$ cat config.mk
export PLATFORM = sky130hd
export DESIGN_NAME = cdb_arbiter
export DESIGN_NICKNAME = d
export VERILOG_FILES = /design/src/rtl/cdb_arbiter.sv
export SDC_FILE = /design/constraint.sdc
export NUM_CORES = 1
export LEC_CHECK = 0
export BUFFER_PORTS_ARGS = -buffer_cell sky130_fd_sc_hd__buf_2
export CORE_ASPECT_RATIO = 1.1
export CORE_UTILIZATION = 53
export DETAILED_ROUTE_END_ITERATION = 16
export HOLD_SLACK_MARGIN = 0.06
export PLACE_DENSITY_LB_ADDON = 0.12
export SYNTH_ARGS = -nofsm -noshare
export SYNTH_HDL_FRONTEND = slang
export SYNTH_SLANG_ARGS = --single-unit
$ cat constraint.sdc
create_clock -name clk -period 5.04 [get_ports clk]
set_input_delay 1.008 -clock clk [delete_from_list [all_inputs] [get_ports clk]]
set_output_delay 1.008 -clock clk [all_outputs]
set_load 0.02 [all_outputs]
$ cat src/rtl/cdb_arbiter.sv
// Result writeback arbiter: per-producer FIFOs feed NUM_PORTS registered broadcast slots, round-robin.
// Optional macro CDB_LSU_PRIO_EN: the LSU (requester NUM_REQ-1) always takes slot 0 when it has a result.
module cdb_arbiter #(
   parameter int unsigned NUM_REQ    = 4,
   parameter int unsigned NUM_PORTS  = 2,
   parameter int unsigned FIFO_DEPTH = 2,
   parameter int unsigned DATA_W     = 32,
   parameter int unsigned TAG_W      = 6
) (
   input  logic                        clk,
   input  logic                        reset_n,
   input  logic                        flush,
   input  logic [NUM_REQ-1:0]          req_valid,
   output logic [NUM_REQ-1:0]          req_ready,
   input  logic [NUM_REQ*DATA_W-1:0]   req_data,
   input  logic [NUM_REQ*TAG_W-1:0]    req_prd,
   input  logic [NUM_REQ*TAG_W-1:0]    req_rob,
   input  logic [NUM_REQ-1:0]          req_wr,
   output logic [NUM_PORTS-1:0]        out_valid,
   output logic [NUM_PORTS*DATA_W-1:0] out_data,
   output logic [NUM_PORTS*TAG_W-1:0]  out_prd,
   output logic [NUM_PORTS*TAG_W-1:0]  out_rob,
   output logic [NUM_PORTS-1:0]        out_wr,
   output logic [NUM_PORTS*2-1:0]      out_src,
   output logic                        busy
);
   localparam int unsigned PTR_W = (FIFO_DEPTH > 1) ? $clog2(FIFO_DEPTH) : 1;
   localparam int unsigned CNT_W = $clog2(FIFO_DEPTH + 1);
   localparam int unsigned IDX_W = (NUM_REQ > 1) ? $clog2(NUM_REQ) : 1;
   localparam int unsigned SRC_W = 2;
   localparam int unsigned LSU   = NUM_REQ - 1;

   typedef struct packed {
      logic [DATA_W-1:0] data;
      logic [TAG_W-1:0]  prd;
      logic [TAG_W-1:0]  rob;
      logic              wr;
   } entry_t;

   entry_t             mem     [NUM_REQ][FIFO_DEPTH];
   logic [PTR_W-1:0]   rd_ptr  [NUM_REQ];
   logic [PTR_W-1:0]   wr_ptr  [NUM_REQ];
   logic [CNT_W-1:0]   count   [NUM_REQ];
   logic [IDX_W-1:0]   rr_ptr;
   logic [IDX_W-1:0]   rr_nxt;
   logic [IDX_W-1:0]   scan_i;
   logic [NUM_REQ-1:0] nonempty;
   logic [NUM_REQ-1:0] push;
   logic [NUM_REQ-1:0] pop;
   logic               found;
   logic [NUM_PORTS-1:0] gnt_vld;
   logic [IDX_W-1:0]   gnt_idx [NUM_PORTS];
   entry_t             gnt_ent [NUM_PORTS];

   function automatic logic [IDX_W-1:0] scan_idx(input logic [IDX_W-1:0] base, input int unsigned off);
      int unsigned s;
      s = 32'(base) + off;
      return IDX_W'(s % NUM_REQ);
   endfunction

   function automatic logic [PTR_W-1:0] ptr_inc(input logic [PTR_W-1:0] p);
      return (p == PTR_W'(FIFO_DEPTH - 1)) ? '0 : p + PTR_W'(1);
   endfunction

   // Occupancy-only handshake: a same-cycle pop never raises ready.
   always_comb begin
      nonempty  = '0;
      req_ready = '0;
      push      = '0;
      for (int unsigned i = 0; i < NUM_REQ; i++) begin
         nonempty[i]  = (count[i] != '0);
         req_ready[i] = (count[i] != CNT_W'(FIFO_DEPTH));
         push[i]      = req_valid[i] && req_ready[i];
      end
   end

   // Fill slots in scan order from rr_ptr; a requester already popped this cycle is skipped.
   always_comb begin
      gnt_vld = '0;
      pop     = '0;
      rr_nxt  = rr_ptr;
      found   = 1'b0;
      scan_i  = '0;
      for (int unsigned k = 0; k < NUM_PORTS; k++) begin
         gnt_idx[k] = '0;
         gnt_ent[k] = '0;
      end
      for (int unsigned k = 0; k < NUM_PORTS; k++) begin
         found = 1'b0;
`ifdef CDB_LSU_PRIO_EN
         if (k == 0 && nonempty[LSU]) begin
            gnt_vld[k] = 1'b1;
            gnt_idx[k] = IDX_W'(LSU);
            pop[LSU]   = 1'b1;
            found      = 1'b1;
         end
`endif
         for (int unsigned j = 0; j < NUM_REQ; j++) begin
            scan_i = scan_idx(rr_ptr, j);
            if (!found && nonempty[scan_i] && !pop[scan_i]) begin
               gnt_vld[k]  = 1'b1;
               gnt_idx[k]  = scan_i;
               pop[scan_i] = 1'b1;
               found       = 1'b1;
               rr_nxt      = scan_idx(scan_i, 1);
            end
         end
      end
      for (int unsigned k = 0; k < NUM_PORTS; k++) begin
         if (gnt_vld[k]) gnt_ent[k] = mem[gnt_idx[k]][rd_ptr[gnt_idx[k]]];
      end
   end

   always_ff @(posedge clk) begin
      for (int unsigned i = 0; i < NUM_REQ; i++) begin
         if (push[i] && !flush) begin
            mem[i][wr_ptr[i]] <= '{data: req_data[i*DATA_W +: DATA_W],
                                   prd:  req_prd[i*TAG_W +: TAG_W],
                                   rob:  req_rob[i*TAG_W +: TAG_W],
                                   wr:   req_wr[i]};
         end
      end
   end

   // FIFO pointers, occupancy and round-robin pointer; flush beats push/pop.
   always_ff @(posedge clk or negedge reset_n) begin
      if (!reset_n) begin
         for (int unsigned i = 0; i < NUM_REQ; i++) begin
            rd_ptr[i] <= '0;
            wr_ptr[i] <= '0;
            count[i]  <= '0;
         end
         rr_ptr <= '0;
      end else if (flush) begin
         for (int unsigned i = 0; i < NUM_REQ; i++) begin
            rd_ptr[i] <= '0;
            wr_ptr[i] <= '0;
            count[i]  <= '0;
         end
         rr_ptr <= '0;
      end else begin
         for (int unsigned i = 0; i < NUM_REQ; i++) begin
            if (push[i]) wr_ptr[i] <= ptr_inc(wr_ptr[i]);
            if (pop[i])  rd_ptr[i] <= ptr_inc(rd_ptr[i]);
            if (push[i] && !pop[i])      count[i] <= count[i] + CNT_W'(1);
            else if (pop[i] && !push[i]) count[i] <= count[i] - CNT_W'(1);
         end
         rr_ptr <= rr_nxt;
      end
   end

   // Registered broadcast slots; unused slots carry all-zero fields.
   always_ff @(posedge clk or negedge reset_n) begin
      if (!reset_n) begin
         out_valid <= '0;
         out_data  <= '0;
         out_prd   <= '0;
         out_rob   <= '0;
         out_wr    <= '0;
         out_src   <= '0;
      end else if (flush) begin
         out_valid <= '0;
         out_data  <= '0;
         out_prd   <= '0;
         out_rob   <= '0;
         out_wr    <= '0;
         out_src   <= '0;
      end else begin
         for (int unsigned k = 0; k < NUM_PORTS; k++) begin
            out_valid[k]                  <= gnt_vld[k];
            out_data[k*DATA_W +: DATA_W]  <= gnt_ent[k].data;
            out_prd[k*TAG_W +: TAG_W]     <= gnt_ent[k].prd;
            out_rob[k*TAG_W +: TAG_W]     <= gnt_ent[k].rob;
            out_wr[k]                     <= gnt_ent[k].wr;
            out_src[k*SRC_W +: SRC_W]     <= SRC_W'(gnt_idx[k]);
         end
      end
   end

   assign busy = (|nonempty) | (|out_valid);

endmodule

==> run summary, run 1 <==
Fmax: 213 MHz
worst path required time: 5.51 ns
Final period util: 92.9%
fill count: 3306
crit path kind: flip-flop to flip-flop
grt ovf: 0
CTS Buffer Depth: 3
crit path launch type: flip-flop
vias per cell: 6.02
Final min period: 4.68 ns
fin nets: 2351
Post-synth top flop: edfxtp_1
worst skew pair latency: 0.60 ns
drt total wl: 64800 µm
ys async rst share: 24.1%
setup tns final: 0 ns
CP Cell Sequence: inv_1 -> ha_4 -> nor4b_2 -> or4_4 -> nand3_2 -> a31oi_4 -> o22ai_4 -> o31a_4 -> a211oi_4 -> o21ai_0 -> a32oi_1 -> a31o_4 -> buf_12 -> buf_12 -> mux2_1 -> nand2_1 -> o21ai_0 -> a32o_1
Cells after Synth: 1895
CTS tree: done
buffers added on ports: 287
yosys warns: 0
Crit-path slowest cell: o31a_4
most frequent cells in the layout: 523 x nand2_1, 360 x edfxtp_1, 286 x buf_2, 137 x mux2i_1, 114 x dfrtp_1
Largest stage delay, worst path: 0.43 ns
clk sink count: 474
pin count of the biggest net entering global routing: 153
Hold Buf Count CTS: 0
max cap viols: 0
Mapped Avg Cell Area: 11.7 µm²
Setup Skew: 0.0174 ns
Yosys top cell by area: edfxtp_1
sequential area share after synthesis: 61.8%
crit path max fanout: 29
IO Count: 288
Worst-Margin Slew: 1.01 ns
Buf/Inv on CP: 3
root buf cell: clkbuf_16
area post-placement: 24300 µm²
H-tree levels: 2
row count: 78
vias in the first global route: 16600
Yosys reg bits: 474
EDFF count, synth: 360
outcome: finished clean
Initial Util: 53.7%
design area: 26000 µm²
Critical Path AT: 5.16 ns
max-slew violations: 0
Top delay family on crit path: compound AO/OA/AOI/OAI gates
Horiz. Die Dim: 197 µm
routability cong.: 0.925
Hold Path Class: primary input to async pin
storage element area: 13700 µm²
die area: 42500 µm²
wire per inst: 23.3 µm
Synth Net Count: 2090
commonest non-fill, non-tap cell in the layout: nand2_1
chip height: 216 µm
via count: 16700
Hold Vio Cnt, Final: 0
DP HPWL: 38600 µm
Max-slew headroom: 32.5%
ranking of synthesized cells by area: edfxtp_1 49%, dfrtp_1 13%, nand2_1 8.9%, mux2i_1 6.3%, nand3_1 2.2%
number of CTS-inserted buffers: 49
core area: 41200 µm²
synth-to-layout area growth: 17.8%
unrepaired setup endpoints after global routing: false
Antenna Nets Post-Route: 0
Reg clk slew, reported paths: 0.06 ns
share of layout cells above drive strength 1: 21.7%
Setup crit end kind: flip-flop
Post-Syn Area: 22100 µm²
Initial DRC Count: 1392
first-pass GRT wire length: 96200 µm
DRC errors left: 0
Yosys top cell area share: 48.9%
Final setup viols: 0
Pre-Repair DR Iteration Count: 6
Multi-input gate area: 7860 µm²
GRT Total Usage: 30.4%
library cells used by synthesis: 76
initial antenna violation count: 21
stage by stage:
step           util, %  setup WS, ns  std cells  hold slack, ns
6_report          63.2         0.356       2776           0.363
5_1_grt           63.2        0.0639       2767           0.375
4_1_cts           62.9        0.0318       2754           0.353
3_5_place_dp      58.9        0.0449       2663           0.558
3_3_place_gp      58.9         0.154       2663           0.553
2_1_floorplan        -       -0.0187       1895           0.519
kinds of logic (layout without fill, tap and decap cells):
family | Yosys count | after routing | synth area share (%)
AND/OR/NAND/NOR | 803 | 803 | 15.5
adder cells (fa/ha/maj) | 8 | 8 | 0.453
other | 0 | 20 | 0
AO/OA/AOI/OAI | 258 | 258 | 9.15
multiplexers | 189 | 189 | 8.95
XOR/XNOR | 17 | 17 | 0.674
flip-flops | 474 | 474 | 61.8
buffers and inverters | 146 | 447 | 3.42
path summary, 6_finish.rpt:
check	start	endpoint	slack [ns]	depth (start not counted)
setup reg to reg	rr_ptr[0]	out_data[37]	0.36	18
min in group clk	wr_ptr[2]	wr_ptr[2]	0.58	2
setup / recovery	rr_ptr[0]	out_data[37]	0.36	18
hold / removal	reset_n	wr_ptr[1]	0.36	1
hold reg to reg	wr_ptr[2]	wr_ptr[2]	0.58	2
max in group asynchronous	reset_n	out_data[56]	3.52	2
Yosys cell counts (3+ instances only):
cell type and count:
o21ai_0 51, edfxtp_1 360, dfrtp_1 114, nor2_2 3, inv_1 8, xnor2_1 11
buf_4 15, nand3_1 99, o311a_1 3, xor2_1 6, nor4_2 3, buf_2 13
a21boi_0 3, a31oi_1 49, and3_1 46, nor3b_1 4, mux2i_1 138, nor2_1 85
a21oi_1 14, a31oi_4 3, mux2_1 42, ha_1 8, buf_1 14, a211oi_1 8
clkbuf_1 77, nand2b_1 5, a311oi_1 48, or2_1 3, nand2_1 523, a32o_1 45
buf_6 18, nor3_1 11, mux2_2 7, or2_2 3, o21ai_1 5
repair_timing:
item	in CTS	in global routing
resized for setup	0	12
buffers inserted	0	2
setup endpoints to repair	0	49
state kept, by name (all words and copies together), names as in the netlist:
register   cells
count          8
out_data      64
rr_ptr         2
rd_ptr         4
out_valid      2
out_wr         2
out_prd       12
mem          360
out_rob       12
wr_ptr         4
out_src        4
area by class of cell:
type                       count  share of cell area (%)
sequential                   474                    52.5
timing repair buffer         347                    8.07
multi-input combinational   1275                    30.2
antenna                       20                   0.192
clock buffer                  75                    5.36
tap                          560                    2.69
inverter                       9                   0.130
clock inverter                16                   0.894
layer usage:
metal  track usage (%)  wire length (µm)  vias to the layer above
met5                 0                58                        -
met4              15.3              2650                       10
met3              5.21              5410                      180
met2              49.8             31100                      830
met1              39.1             25600                     8226
li1                  -                 -                     7460
Power of run 1 is not shown: default switching activity piles up to over one toggle a cycle in this logic, so the estimate is an artifact.
==> inputs of run 2 (changes only) <==
--- a/config.mk
+++ b/config.mk
@@ -7,7 +7,7 @@
 export LEC_CHECK = 0
 export BUFFER_PORTS_ARGS = -buffer_cell sky130_fd_sc_hd__buf_2
 export CORE_ASPECT_RATIO = 1.1
-export CORE_UTILIZATION = 53
+export CORE_UTILIZATION = 50
 export DETAILED_ROUTE_END_ITERATION = 16
 export HOLD_SLACK_MARGIN = 0.06
 export PLACE_DENSITY_LB_ADDON = 0.12
==> run summary, run 2 (same netlist as run 1, synthesis figures left out) <==
DRC errors left: 0 (unchanged)
root buf cell: clkbuf_16
DP HPWL: 39200 µm (+1.7%)
Horiz. Die Dim: 202 µm (+2.9%)
crit path kind: flip-flop to flip-flop
Fmax: 209 MHz (-2.0%)
max cap viols: 0 (unchanged)
Worst-Margin Slew: 1.01 ns (+0.000277 ns)
Critical Path AT: 5.27 ns (+0.11 ns)
Final period util: 94.9% (+1.9 points)
worst setup margin: 0.259 ns (-0.0972 ns)
Initial Util: 50.9% (-2.8 points)
area post-placement: 24300 µm² (about the same)
vias in the first global route: 16500 (-0.73%)
max-slew violations: 0 (unchanged)
Hold Path Class: primary input to async pin
commonest non-fill, non-tap cell in the layout: nand2_1
design area: 26100 µm² (+0.21%)
grt ovf: 0 (unchanged)
number of CTS-inserted buffers: 49 (unchanged)
max FFs per register: 360 (unchanged)
worst skew pair latency: 0.60 ns (about the same)
core area: 43400 µm² (+5.5%)
Max-slew headroom: 32.5% (about the same)
via count: 16500 (-1.2%)
Final min period: 4.78 ns (+0.0972 ns)
GRT Total Usage: 28.8% (-1.6 points)
R2R Setup Slk: 0.26 ns (-0.10 ns)
row count: 80 (+2.6%)
CTS tree: done
Final setup viols: 0 (unchanged)
wire per inst: 23.4 µm (+0.17%)
synth-to-layout area growth: 18.1%
Setup Skew: 0.0241 ns (+0.00672 ns)
initial antenna violation count: 22 (+4.8%)
Final Core Density: 60.1% (-3.2 points)
Setup crit end kind: flip-flop
crit path launch type: flip-flop
CTS Buffer Depth: 3 (unchanged)
buffers added on ports: 287 (unchanged)
IO Count: 288 (unchanged)
Hold Buf Count CTS: 0 (unchanged)
routability cong.: 0.926 (+0.15%)
chip height: 223 µm (+2.9%)
fin nets: 2350 (-0.043%)
first-pass GRT wire length: 96800 µm (+0.64%)
die area: 45000 µm² (+5.9%)
vias per cell: 5.92 (-1.6%)
crit path max fanout: 60 (+110%)
worst path required time: 5.52 ns (about the same)
Reg clk slew, reported paths: 0.06 ns (about the same)
Hold Vio Cnt, Final: 0 (unchanged)
most frequent cells in the layout: 523 x nand2_1, 360 x edfxtp_1, 286 x buf_2, 137 x mux2i_1, 114 x dfrtp_1
fill count: 3533 (+6.9%)
H-tree levels: 2 (unchanged)
setup tns final: 0 ns (unchanged)
Pre-Repair DR Iteration Count: 6 (unchanged)
share of layout cells above drive strength 1: 21.8% (+0.14 points)
Initial DRC Count: 1407 (+1.1%)
outcome: finished clean
dpl ws: 0.101 ns (+0.0565 ns)
drt total wl: 65200 µm (+0.64%)
clk sink count: 474 (unchanged)
pin count of the biggest net entering global routing: 157 (+2.6%)
storage element area: 13700 µm² (unchanged)
Antenna Nets Post-Route: 0 (unchanged)
Multi-input gate area: 7820 µm² (-0.53%)
run 2: cell types whose count changed in the layout (fill, tap and decap cells not counted), sizes merged, moves of 2 or more:
cell    delta
clkbuf     -9
clkinv     +5
bufinv     +3
buf        -2
inv        +2
run 2: metrics by stage:
step,cells,hold slack (ns)
after global routing,2784,0.418
after detailed placement,2676,0.566
final,2789,0.401
after global placement,2676,0.551
after CTS,2768,0.401
after floorplan,1895,0.519
run 2: area by class of cell:
type                            count  share of cell area [%]
Antenna cell                       19                   0.182
Clock buffer                       65                    5.20
Clock inverter                     27                    1.35
Inverter                            9                   0.129
Multi-Input combinational cell   1275                    30.0
Sequential cell                   474                    52.4
Tap cell                          574                    2.75
Timing Repair Buffer              346                    8.05
run 2: worst paths after layout:
| path | from | end | cells past startpoint |
|---|---|---|---|
| setup / recovery | rr_ptr[1] | out_data[58] | 17 |
| hold / removal | reset_n | wr_ptr[1] | 1 |
| setup reg to reg | rr_ptr[1] | out_data[58] | 17 |
| hold reg to reg | wr_ptr[1] | wr_ptr[1] | 2 |
| max in group asynchronous | reset_n | out_data[51] | 2 |
| min in group clk | wr_ptr[1] | wr_ptr[1] | 2 |
run 2: repair_timing:
item | CTS | global route
buffers inserted | 0 | 1
setup endpoints to repair | 0 | 45
resized for setup | 0 | 8
run 2: worst max-delay path, cell delays in order (launching register included):
cell and delay, ns:
dfrtp_1 0.35, clkinv_1 0.08, ha_1 0.38, nor4bb_2 0.22
or4_4 0.58, nand3_1 0.11, a31oi_1 0.14, nor3_2 0.32
o31a_4 0.24, a21oi_2 0.10, o311a_1 0.39, o32ai_4 0.31
a31o_4 0.30, buf_16 0.33, mux2_1 0.37, nand2_1 0.07
o21ai_0 0.08, a32o_1 0.21
run 2: layer usage:
layer	GRT usage [%]	part of all wire, %	up-vias
met1	36.4	40	8136
met2	46.4	48	753
met4	15.6	3.9	12
met5	0	0.11	-
li1	-	-	7441
met3	6.32	7.8	171
Power of run 2 is left out for the same reason.
